File: src/rtl/random_range_sampler.sv
// Unbiased range sampler: reduces a 16-bit LCG sample modulo a bound with rejection/redraw.
// Optional reject statistics output enabled by defining RANGE_SAMPLER_STATS_EN.
module random_range_sampler #(
    parameter int BOUND_W   = 8,
    parameter int MAX_RETRY = 7
) (
    input  logic               clk,
    input  logic               rst,
    input  logic [15:0]        random_in,
    input  logic               req_valid,
    output logic               req_ready,
    input  logic [BOUND_W-1:0] bound,
    output logic               out_valid,
    input  logic               out_ready,
    output logic [BOUND_W-1:0] out_value,
    output logic               out_biased
`ifdef RANGE_SAMPLER_STATS_EN
    ,
    output logic [15:0]        reject_count
`endif
);

    localparam int RW = (MAX_RETRY > 1) ? $clog2(MAX_RETRY + 1) : 1;

    typedef enum logic [1:0] {
        IDLE,
        DIV,
        CHECK,
        DONE
    } state_t;

    state_t             r_state;
    state_t             w_state_next;
    logic [16:0]        r_b;
    logic [15:0]        r_d;
    logic [15:0]        r_shift;
    logic [16:0]        r_rem;
    logic [3:0]         r_step;
    logic [RW-1:0]      r_retry;
    logic [BOUND_W-1:0] r_value;
    logic               r_biased;

    logic [16:0]        w_b_eff;
    logic [16:0]        w_trial;
    logic [16:0]        w_rem_next;
    logic [17:0]        w_sum;
    logic               w_accept;
    logic               w_exhausted;

    assign w_b_eff     = (bound == '0) ? (17'd1 << BOUND_W) : 17'(bound);
    assign w_trial     = {r_rem[15:0], r_shift[15]};
    assign w_rem_next  = (w_trial >= r_b) ? (w_trial - r_b) : w_trial;
    // D + (B - R) <= 2^16 rejects exactly the samples from the partial top bucket.
    assign w_sum       = 18'(r_d) + 18'(r_b - r_rem);
    assign w_accept    = (w_sum <= 18'd65536);
    assign w_exhausted = (r_retry == RW'(MAX_RETRY));

    assign req_ready  = (r_state == IDLE);
    assign out_valid  = (r_state == DONE);
    assign out_value  = r_value;
    assign out_biased = r_biased;

    always_ff @(posedge clk or posedge rst) begin
        if (rst) r_state <= IDLE;
        else     r_state <= w_state_next;
    end

    always_comb begin
        w_state_next = r_state;
        case (r_state)
            IDLE:    if (req_valid)              w_state_next = DIV;
            DIV:     if (r_step == 4'd15)        w_state_next = CHECK;
            CHECK:   if (w_accept || w_exhausted) w_state_next = DONE;
                     else                        w_state_next = DIV;
            DONE:    if (out_ready)              w_state_next = IDLE;
            default:                             w_state_next = IDLE;
        endcase
    end

    always_ff @(posedge clk or posedge rst) begin
        if (rst) begin
            r_b      <= '0;
            r_d      <= '0;
            r_shift  <= '0;
            r_rem    <= '0;
            r_step   <= '0;
            r_retry  <= '0;
            r_value  <= '0;
            r_biased <= 1'b0;
        end else begin
            case (r_state)
                IDLE: begin
                    if (req_valid) begin
                        r_b     <= w_b_eff;
                        r_d     <= random_in;
                        r_shift <= random_in;
                        r_rem   <= '0;
                        r_step  <= '0;
                        r_retry <= '0;
                    end
                end
                DIV: begin
                    r_rem   <= w_rem_next;
                    r_shift <= {r_shift[14:0], 1'b0};
                    r_step  <= r_step + 4'd1;
                end
                CHECK: begin
                    if (w_accept || w_exhausted) begin
                        r_value  <= r_rem[BOUND_W-1:0];
                        r_biased <= ~w_accept;
                    end else begin
                        r_retry <= r_retry + RW'(1);
                        r_d     <= random_in;
                        r_shift <= random_in;
                        r_rem   <= '0;
                        r_step  <= '0;
                    end
                end
                default: ;
            endcase
        end
    end

`ifdef RANGE_SAMPLER_STATS_EN
    logic [15:0] r_rejects;

    always_ff @(posedge clk or posedge rst) begin
        if (rst)
            r_rejects <= '0;
        else if (r_state == CHECK && !w_accept && r_rejects != 16'hFFFF)
            r_rejects <= r_rejects + 16'd1;
    end

    assign reject_count = r_rejects;
`endif

endmodule

File: config.mk
export PLATFORM = sky130hd
export DESIGN_NAME = random_range_sampler
export DESIGN_NICKNAME = d
export VERILOG_FILES = /design/src/rtl/random_range_sampler.sv
export SDC_FILE = /design/constraint.sdc
export NUM_CORES = 1
export LEC_CHECK = 0
export ABC_AREA = 1
export CELL_PAD_IN_SITES_DETAIL_PLACEMENT = 0
export CELL_PAD_IN_SITES_GLOBAL_PLACEMENT = 1
export CORE_MARGIN = 3
export CORE_UTILIZATION = 47
export CTS_BUF_LIST = sky130_fd_sc_hd__clkbuf_16
export CTS_CLUSTER_DIAMETER = 200
export CTS_CLUSTER_SIZE = 16
export DETAILED_ROUTE_END_ITERATION = 10
export PLACE_DENSITY = 0.95
export SLEW_MARGIN = 20
export SYNTH_ARGS = -nofsm -noshare
export SYNTH_HDL_FRONTEND = slang
export SYNTH_SLANG_ARGS = --single-unit
File: constraint.sdc
create_clock -name clk -period 7.8 [get_ports clk]
set_input_delay 1.95 -clock clk [delete_from_list [all_inputs] [get_ports clk]]
set_output_delay 1.95 -clock clk [all_outputs]
set_load 0.05 [all_outputs]
# == Word-level counts from Yosys, hierarchy flattened ==
# Index checks and enable logic that the tools add are counted.
# word_totals
ff_bits,84
latchBits,0
ram_bits,0
rom_bits,0
input_bits,28
output_inout_bits,11
wordCells,56
memories,0
# op_classes
addsub,5
mul,0
div,0
magnitude_cmp,2
eq_ne,9
shift,0
mux,20
bitwise_logic,1
reduce_logical,10
# ops
op,n
$mux W17,3
$pmux W17 S3,1
$pmux W16 S3,1
$mux W16,2
$pmux W16 S2,1
$add A16 B18 Y18,1
$le A18 B17 Y1 const B,1
$sub A17 B17 Y18,1
$ge A17 B17 Y1,1
$sub A17 B17 Y17,1
$pmux W4 S3,1
$mux W9,1
$reduce_and A3 Y1,3
$logic_not A8 Y1,1
$mux W2,4
$mux W4,2
$pmux W2 S4,1
$mux W3,2
$ne A2 B2 Y1 const B,3
$pmux W3 S2,1
$add A4 B1 Y4 const B,1
$eq A2 B2 Y1 const B,2
$eq A4 B4 Y1 const B,1
$reduce_and A2 Y1,2
other kinds (9),9

# == Logic depth before layout (Yosys ltp) ==
# Gate-level depths: netlist (run 1).
# logic_depth
ltp_word,6
mapped_depth,25
ltp_nobuf,24

# == Worst setup path after synthesis (run 1) ==
# Ideal clock, no wire load.
# synth_path
path_type,reg-to-output
start,reg r_state[1]
end,out req_ready
t_arrival_ns,1.093
required_time_ns,5.850
setup_slack_ns,4.757
stages_incl_launch_ff,2
path_buffers,0
path_cell_list,dfrtp_1 nor2_1
# synth_between
elab_chain_len,1
# synth_rtl
item,line_no,rtl
start: declaration,32,state_t r_state;
start signal: assignment,65,else r_state <= w_state_next;
$logic_not A2 Y1,58,assign req_ready = (r_state == IDLE);
end: declaration,11,"output logic req_ready,"
# No other way between the ends.

# == Worst setup path after layout (run 1) ==
# layout_path
start,reg r_state[0]
end,out req_ready
# The elaborated chain is that of the path after synthesis.

==> results.yml, run 1 <==
global_route:
  grt_max_degree: 77
  antenna_found_initial: 0
  grt_pass1_vias: 4758
  grt_use_total: 0.2103
  grt_first_pass_wirelength_um: 22270
  grt_overflow_total: 0
synthesis:
  yosysSeqAreaShare: 0.3501
  synth_seq_cells: 76
  synth_fa_ha_area_frac: 0.1221
  synthMuxAreaShare: 0
  yosys.area.top_type: "dfrtp_1"
  ys_warn_count: 0
  synth_top_family_by_area: "simple AND/OR/NAND/NOR gates"
  synthSimpleGateAreaFrac: 0.3291
  netlist_top_cells_area: "dfrtp_1 35%, nand2_1 20%, ha_1 8.5%, inv_1 7.9%, nand3_1 6.1%"
  avgSynthCellArea_um2: 7.046
  synthDistinctLibCells: 36
  synth-compound-area-share: 0.07024
  synth_top_area_frac: 0.3501
  synth_xor_area_frac: 0.02579
  synth_fp_nets: 846
  syn-instance-count: 771
  syn_area_um2: 5433
floorplanning:
  ios: 39
  start_util: 0.4904
  rows: 38
  core_um2: 11080
  die_x_um: 113.5
  die_h_um: 113.5
  dieArea_um2: 12880
sta:
  tightestPinTransition_ns: 0.9631
  max_slew_margin: 0.3580
  rsz0062_at_grt: "false"
  hold_viol_final: 0
  setup_viol: 0
  fin_crit_ns: 3.679
  finClkSkew_ns: 0.006918
  fin_crit_sh: 0.4717
  fin_setup_tns_ns: 0
  fmax_ghz: 0.2718
  slew_viol_final: 0
placed_design:
  hpwl_um: 9654
  portBuffers: 38
  gp_congestion: 0.9711
clock_tree:
  hold_buffers: 0
  cts_tree: "done"
  numCtsBuffers: 9
  htreeDepth: 3
  clkTransAtPathRegs_ns: 0.06
  root_buffer: "clkbuf_16"
  insertion_delay_ns: 0.33
  postCtsSetupRepairBufs: 0
  cts_resized: 0
  cts_buffer_depth: 2
  clock_sinks: 76
routing:
  vias: 4826
  drc_errors: 0
  firstDrtPassIters: 7
  drt_wl_total_um: 12560
  vias_per_cell: 5.080
  wire_per_inst_um: 13.22
  ant_nets: 0
  drt_iter0_drc: 392
worst_setup_path:
  reg2reg_slack_ns: 4.23
  crit_fanout: 6
  cp.arrival_ns: 1.73
  crit_required_ns: 5.85
  worstSetupPathType: "reg -> out"
  end_kind: "output pin"
  start_kind: "register"
finish:
  area_growth_pct: 14.37
  final_common_cell: "nand2_1"
  drive_gt1_frac: 0.04321
  final_cell_mix: "296 x nand2_1, 115 x inv_1, 76 x dfrtp_1"
  num_antenna_cells: 0
  finalNetCount: 881
run:
  cap_violations: 0
run_status:
  status: "complete, no violations"
hold_path:
  hold_path.class: "reg -> reg"
stage by stage:
step	utilization	worst slack (ns)	hold slack (ns)	std cells	instance area [um2]
after CTS	0.5609	4.105	0.4728	950	6213
final	0.5609	4.121	0.4680	950	6213
after global placement	0.5332	4.411	0.4552	935	5907
after detailed placement	0.5332	4.234	0.4592	935	5907
after floorplan	-	3.912	0.4419	771	5433
after global routing	0.5609	3.906	0.4885	950	6213
layer usage:
metal | track usage | wire length (um)
met1 | 0.2904 | 5976
met2 | 0.3486 | 5923
met4 | 0.04567 | 146
met5 | 0 | 0
met3 | 0.03660 | 514
registers in the layout, indices dropped and copies added (netlist names):
signal and cells:
r_retry 3, r_state 2, r_b 9, r_step 4
r_rem 17, out_value 8, out_biased 1, r_d 16
r_shift 16
synth_stat cells:
cell type and n:
o21ai_0 23, o2111ai_1 1, o21a_1 1, nor4_1 2
nor2_2 1, buf_2 2, xnor2_1 6, buf_1 3
buf_6 4, nand2_2 4, and2_1 2, o2111ai_2 1
nand4_1 4, nand3b_1 3, nand3_1 66, or2_2 2
nor2_4 1, nand2_4 2, inv_2 2, ha_1 37
xor2_1 10, nand2_8 1, nand3_2 2, o21bai_1 1
o211ai_1 4, a211oi_1 1, fa_1 10, o21ai_1 6
clkbuf_1 6, inv_1 115, dfrtp_1 76, nor2_1 35
nand2_1 296, a21oi_1 32, nor3_1 5, buf_4 4
cells by family (layout without fill, tap and decap cells):
logic type	after synthesis	after routing
adder cells (fa/ha/maj)	47	47
buffers and inverters	136	175
flip-flops	76	76
XOR/XNOR	16	16
AO/OA/AOI/OAI	70	70
AND/OR/NAND/NOR	426	426
worst paths after layout:
check                       startpoint     endpoint  cells after the start
max reg2reg                     r_b[1]   r_shift[0]                     21
min reg2reg                r_shift[14]  r_shift[14]                      2
min in group asynchronous          rst    r_step[2]                      3
max in group asynchronous          rst     r_rem[9]                      3
max                         r_state[0]    req_ready                      2
min                        r_shift[14]  r_shift[14]                      2
final cells by class:
class / instances / area, um2
clock inverter: 6 / 81.33
tap: 140 / 175.2
multi-input combinational: 559 / 2973
sequential: 76 / 1902
inverter: 117 / 439.2
fill: 1057 / 4865
clock buffer: 9 / 225.2
timing repair buffer: 43 / 417.9
worst max-delay path: stages, from the launching register on:
cell and delay (ns):
dfrtp_1 0.43, nor2_1 0.15, clkdlybuf4s50_1 0.82
Power of run 1 is left out: the tool's default activity adds up to more than one toggle a clock period on the data nets, which glitch-free logic cannot reach.
==> inputs of run 2 (changes only) <==
--- a/config.mk
+++ b/config.mk
@@ -9,12 +9,12 @@
 export CELL_PAD_IN_SITES_DETAIL_PLACEMENT = 0
 export CELL_PAD_IN_SITES_GLOBAL_PLACEMENT = 1
 export CORE_MARGIN = 3
-export CORE_UTILIZATION = 47
+export CORE_UTILIZATION = 43
 export CTS_BUF_LIST = sky130_fd_sc_hd__clkbuf_16
 export CTS_CLUSTER_DIAMETER = 200
 export CTS_CLUSTER_SIZE = 16
 export DETAILED_ROUTE_END_ITERATION = 10
-export PLACE_DENSITY = 0.95
+export PLACE_DENSITY = 0.89
 export SLEW_MARGIN = 20
 export SYNTH_ARGS = -nofsm -noshare
 export SYNTH_HDL_FRONTEND = slang
==> constraint.sdc (replaced) <==
create_clock -name clk -period 3.4 [get_ports clk]
set_input_delay 0.85 -clock clk [delete_from_list [all_inputs] [get_ports clk]]
set_output_delay 0.85 -clock clk [all_outputs]
set_load 0.05 [all_outputs]
==> results.yml, run 2 (same netlist as run 1, synthesis figures left out) <==
run_status:
  status: "complete, no violations"
floorplanning:
  die_x_um: 118.4
  dieArea_um2: 14020
  ios: 39
  rows: 40
  core_um2: 12160
  die_h_um: 118.4
  start_util: 0.4467
finish:
  largest_reg_flops: 17
  final_core_util: 0.5372
  final_cell_mix: "292 x nand2_1, 114 x inv_1, 74 x dfrtp_1"
  drive_gt1_frac: 0.08252
  area_growth_pct: 20.27
  num_antenna_cells: 0
  reg_top3: "r_rem x17, r_d x16, r_shift x16"
  final_common_cell: "nand2_1"
  finalNetCount: 896
  regMostFlops: "r_rem"
run:
  cap_violations: 0
clock_tree:
  htreeDepth: 3
  cts_buffer_depth: 2
  root_buffer: "clkbuf_16"
  insertion_delay_ns: 0.34
  clock_sinks: 76
  cts_tree: "done"
  numCtsBuffers: 9
  clkTransAtPathRegs_ns: 0.06
worst_setup_path:
  worstSetupPathType: "reg -> reg"
  slowest_stage: "fa_1"
  start_kind: "register"
  end_kind: "register"
  cp_top_family: "simple AND/OR/NAND/NOR gates"
  crit_fanout: 7
  reg2reg_slack_ns: 0.23
  path_cells: "inv_1 -> fa_1 -> inv_1 -> ha_1 -> nand3_1 -> nand3_2 -> nand2_1 -> nand2_2 -> nand2_1 -> nand3b_1 -> nand2_1 -> nand2_1 -> nor2_1 -> nand3_1 -> nand2_1 -> nand2_4 -> nand2_4 -> nand2_8 -> clkbuf_16 -> nand3_1 -> nand2_1"
  crit_path_frequent_cell: "nand2_1"
  max_stage_delay_ns: 0.54
  crit_buf_inv: 3
  cp.arrival_ns: 3.39
  crit_required_ns: 3.62
routing:
  firstDrtPassIters: 5
  drt_iter0_drc: 438
  drc_errors: 0
  wire_per_inst_um: 14.31
  ant_nets: 0
  vias_per_cell: 5.053
  drt_wl_total_um: 14200
  vias: 5013
sta:
  slew_viol_final: 0
  tightestPinTransition_ns: 1.025
  setup_viol: 0
  finClkSkew_ns: 0.006517
  fin_crit_sh: 0.9310
  hold_viol_final: 0
  max_slew_margin: 0.3142
  fmax_ghz: 0.3159
  fin_crit_ns: 3.165
placed_design:
  portBuffers: 38
  gp_congestion: 0.8747
  hpwl_um: 10330
hold_path:
  hold_path.class: "reg -> reg"
global_route:
  grt_overflow_total: 0
  grt_max_degree: 77
  antenna_found_initial: 0
  grt_use_total: 0.1967
  grt_first_pass_wirelength_um: 22530
  grt_pass1_vias: 4835
-- run 2: worst register-to-register path, delay by kind of cell, from the launching register on --
kind / cells / cell delay, ns
buf+inv: 3 / 0.37
flops: 1 / 0.35
simple gates: 16 / 1.47
fa+ha+maj: 2 / 0.84
-- run 2: repair_timing --
action / 4_1_cts / 5_1_grt
gates resized for setup: 0 / 25
setup endpoints to repair: 0 / 65
hold buffers: 0 / 0
buffers inserted: 0 / 2
-- run 2: area by class of cell --
class | instances | area [um2]
fillers | 1182 | 5628
multi-input cells | 562 | 3129
flip-flops and latches | 76 | 1904
repair buffers | 55 | 546.8
inverters | 117 | 439.2
clock buffers | 9 | 225.2
well taps | 168 | 210.2
clock inverters | 5 | 78.83
-- run 2: per-layer routing --
layer  track usage  part of all wire  vias up
met2        0.3383              0.49      146
met3       0.02057             0.041       22
met1        0.2556              0.45     2335
met4       0.07458             0.020        0
li1              -                 -     2510
met5             0                 0        -
-- run 2: path summary, 6_finish.rpt --
| kind | endpoint | depth (start not counted) | from |
|---|---|---|---|
| setup / recovery | r_shift[6] | 21 | r_b[1] |
| hold / removal | r_shift[11] | 2 | r_shift[11] |
| setup reg to reg | r_shift[6] | 21 | r_b[1] |
| hold reg to reg | r_shift[11] | 2 | r_shift[11] |
| max in group asynchronous | r_rem[7] | 3 | rst |
| min in group asynchronous | r_step[0] | 3 | rst |
-- run 2: per-stage QoR --
stage / setup WS, ns / instances / hold slack, ns / setup TNS, ns / cell area, um2
6_report: 0.2347 / 992 / 0.4698 / 0 / 6534
5_1_grt: -0.005500 / 992 / 0.4884 / -0.02003 / 6534
4_1_cts: 0.03348 / 985 / 0.4726 / 0 / 6319
3_5_place_dp: 0.05723 / 971 / 0.4583 / 0 / 6015
3_3_place_gp: 0.09769 / 971 / 0.4544 / 0 / 6015
2_1_floorplan: 0.5204 / 771 / 0.4419 / 0 / 5433
Power of run 2 is left out for the same reason.
==> inputs of run 3 (changes only) <==
--- a/config.mk
+++ b/config.mk
@@ -14,6 +14,7 @@
 export CTS_CLUSTER_DIAMETER = 200
 export CTS_CLUSTER_SIZE = 16
 export DETAILED_ROUTE_END_ITERATION = 10
+export GPL_TIMING_DRIVEN = 0
 export PLACE_DENSITY = 0.89
 export SLEW_MARGIN = 20
 export SYNTH_ARGS = -nofsm -noshare
==> results.yml, run 3 (same netlist as run 1, synthesis figures left out) <==
hold_path:
  hold_path.class: "reg -> reg"
global_route:
  grt_first_pass_wirelength_um: 23320
  grt_overflow_total: 0
  grt_pass1_vias: 4783
  antenna_found_initial: 0
  grt_max_degree: 53
  grt_use_total: 0.2022
worst_setup_path:
  crit_required_ns: 3.67
  end_kind: "register"
  slowest_stage: "fa_1"
  cp_top_family: "simple AND/OR/NAND/NOR gates"
  max_stage_delay_ns: 0.55
  crit_fanout: 10
  worstSetupPathType: "reg -> reg"
  start_kind: "register"
  crit_buf_inv: 3
  cp.arrival_ns: 3.43
  path_cells: "inv_2 -> fa_1 -> inv_1 -> fa_2 -> nand3_1 -> nand3_2 -> xor2_1 -> nor2_1 -> nand3_1 -> nor2_2 -> nand3_1 -> nand2_2 -> nand2_4 -> nand2_8 -> nand2_8 -> nand2_8 -> buf_12 -> nand2_1 -> nand2_1"
placed_design:
  hpwl_um: 10740
  gp_congestion: 0.9162
  place_ws_ns: -0.02847
  portBuffers: 38
clock_tree:
  cts_buffer_depth: 2
  cts_tree: "done"
  root_buffer: "clkbuf_16"
  hold_buffers: 0
  clkTransAtPathRegs_ns: 0.06
  numCtsBuffers: 9
  clock_sinks: 76
  htreeDepth: 3
  insertion_delay_ns: 0.34
floorplanning:
  rows: 40
  core_um2: 12160
  die_h_um: 118.4
  die_x_um: 118.4
  dieArea_um2: 14020
  ios: 39
  start_util: 0.4467
finish:
  seqCellArea_um2: 1907
  final_common_cell: "nand2_1"
  regMostFlops: "r_rem"
  num_antenna_cells: 0
  drive_gt1_frac: 0.08643
  final_core_util: 0.5391
  finalNetCount: 904
  multi_input_area_um2: 3113
  final_cell_mix: "290 x nand2_1, 116 x inv_1, 72 x dfrtp_1"
  area_growth_pct: 20.68
  reg_top3: "r_rem x17, r_d x16, r_shift x16"
  fillers: 1166
  largest_reg_flops: 17
routing:
  drc_errors: 0
  drt_iter0_drc: 392
  vias_per_cell: 5.021
  firstDrtPassIters: 7
  wire_per_inst_um: 14.20
  ant_nets: 0
  vias: 5026
  drt_wl_total_um: 14220
run_status:
  status: "complete, no violations"
sta:
  fmax_ghz: 0.3164
  setup_viol: 0
  fin_setup_tns_ns: 0
  hold_viol_final: 0
  layout_setup_ws_ns: 0.2395
  finClkSkew_ns: 0.01124
  slew_viol_final: 0
  max_slew_margin: 0.3178
  fin_crit_sh: 0.9296
  fin_crit_ns: 3.161
  rsz0062_at_grt: "false"
  tightestPinTransition_ns: 1.020
run:
  cap_violations: 0
==> run 3: cell count changes in the layout (fill, tap and decap cells not counted), sizes merged <==
cell,delta
clkbuf,+8
inv,+3
buf,+2
bufinv,-2
nand2,-2
==> run 3: layout make-up <==
class                      instances  area share
sequential                        76      0.2908
clock buffer                       9     0.03435
inverter                         117     0.06737
buffer                            19     0.02099
timing repair buffer              46     0.07557
tap                              168     0.03206
clock inverter                     6    0.004008
multi-input combinational        560      0.4748
==> run 3: layer usage <==
metal,share of wire,GRT usage,vias to the layer above
met1,0.46,0.2769,2346
met4,0.0094,0.04562,0
met5,0,0,-
met2,0.49,0.3380,131
met3,0.045,0.03301,14
li1,-,-,2535
==> run 3: through the flow <==
stage | instances | hold WS [ns] | cell area [um2]
3_5_place_dp | 978 | 0.4593 | 6053
6_report | 1001 | 0.4705 | 6556
4_1_cts | 994 | 0.4730 | 6315
3_3_place_gp | 977 | 0.4548 | 6023
2_1_floorplan | 771 | 0.4419 | 5433
5_1_grt | 1001 | 0.4996 | 6556
==> run 3: timing repair <==
action,CTS,global route
setup buffers,1,4
gates resized for setup,1,31
endpoints found under the setup margin,32,66
pin swaps,0,5
cloned,0,3
==> run 3: worst register-to-register path, cell delays in order (launching register included) <==
cell and delay, ns:
dfrtp_1 0.36, inv_2 0.06, fa_1 0.55, inv_1 0.07
fa_2 0.36, nand3_1 0.10, nand3_2 0.12, xor2_1 0.16
nor2_1 0.10, nand3_1 0.10, nor2_2 0.15, nand3_1 0.11
nand2_2 0.09, nand2_4 0.09, nand2_8 0.12, nand2_8 0.08
nand2_8 0.18, buf_12 0.15, nand2_1 0.07, nand2_1 0.06
==> run 3: final timing paths <==
| check | slack [ns] | cells after the start | start | endpoint |
|---|---|---|---|---|
| hold / removal | 0.47 | 2 | r_rem[13] | r_rem[13] |
| setup reg to reg | 0.24 | 19 | r_b[1] | r_shift[15] |
| setup / recovery | 0.24 | 19 | r_b[1] | r_shift[15] |
| hold reg to reg | 0.47 | 2 | r_rem[13] | r_rem[13] |
| max in group asynchronous | 1.98 | 3 | rst | r_rem[6] |
| min in group asynchronous | 0.84 | 2 | rst | r_step[3] |
Power of run 3 is left out for the same reason.
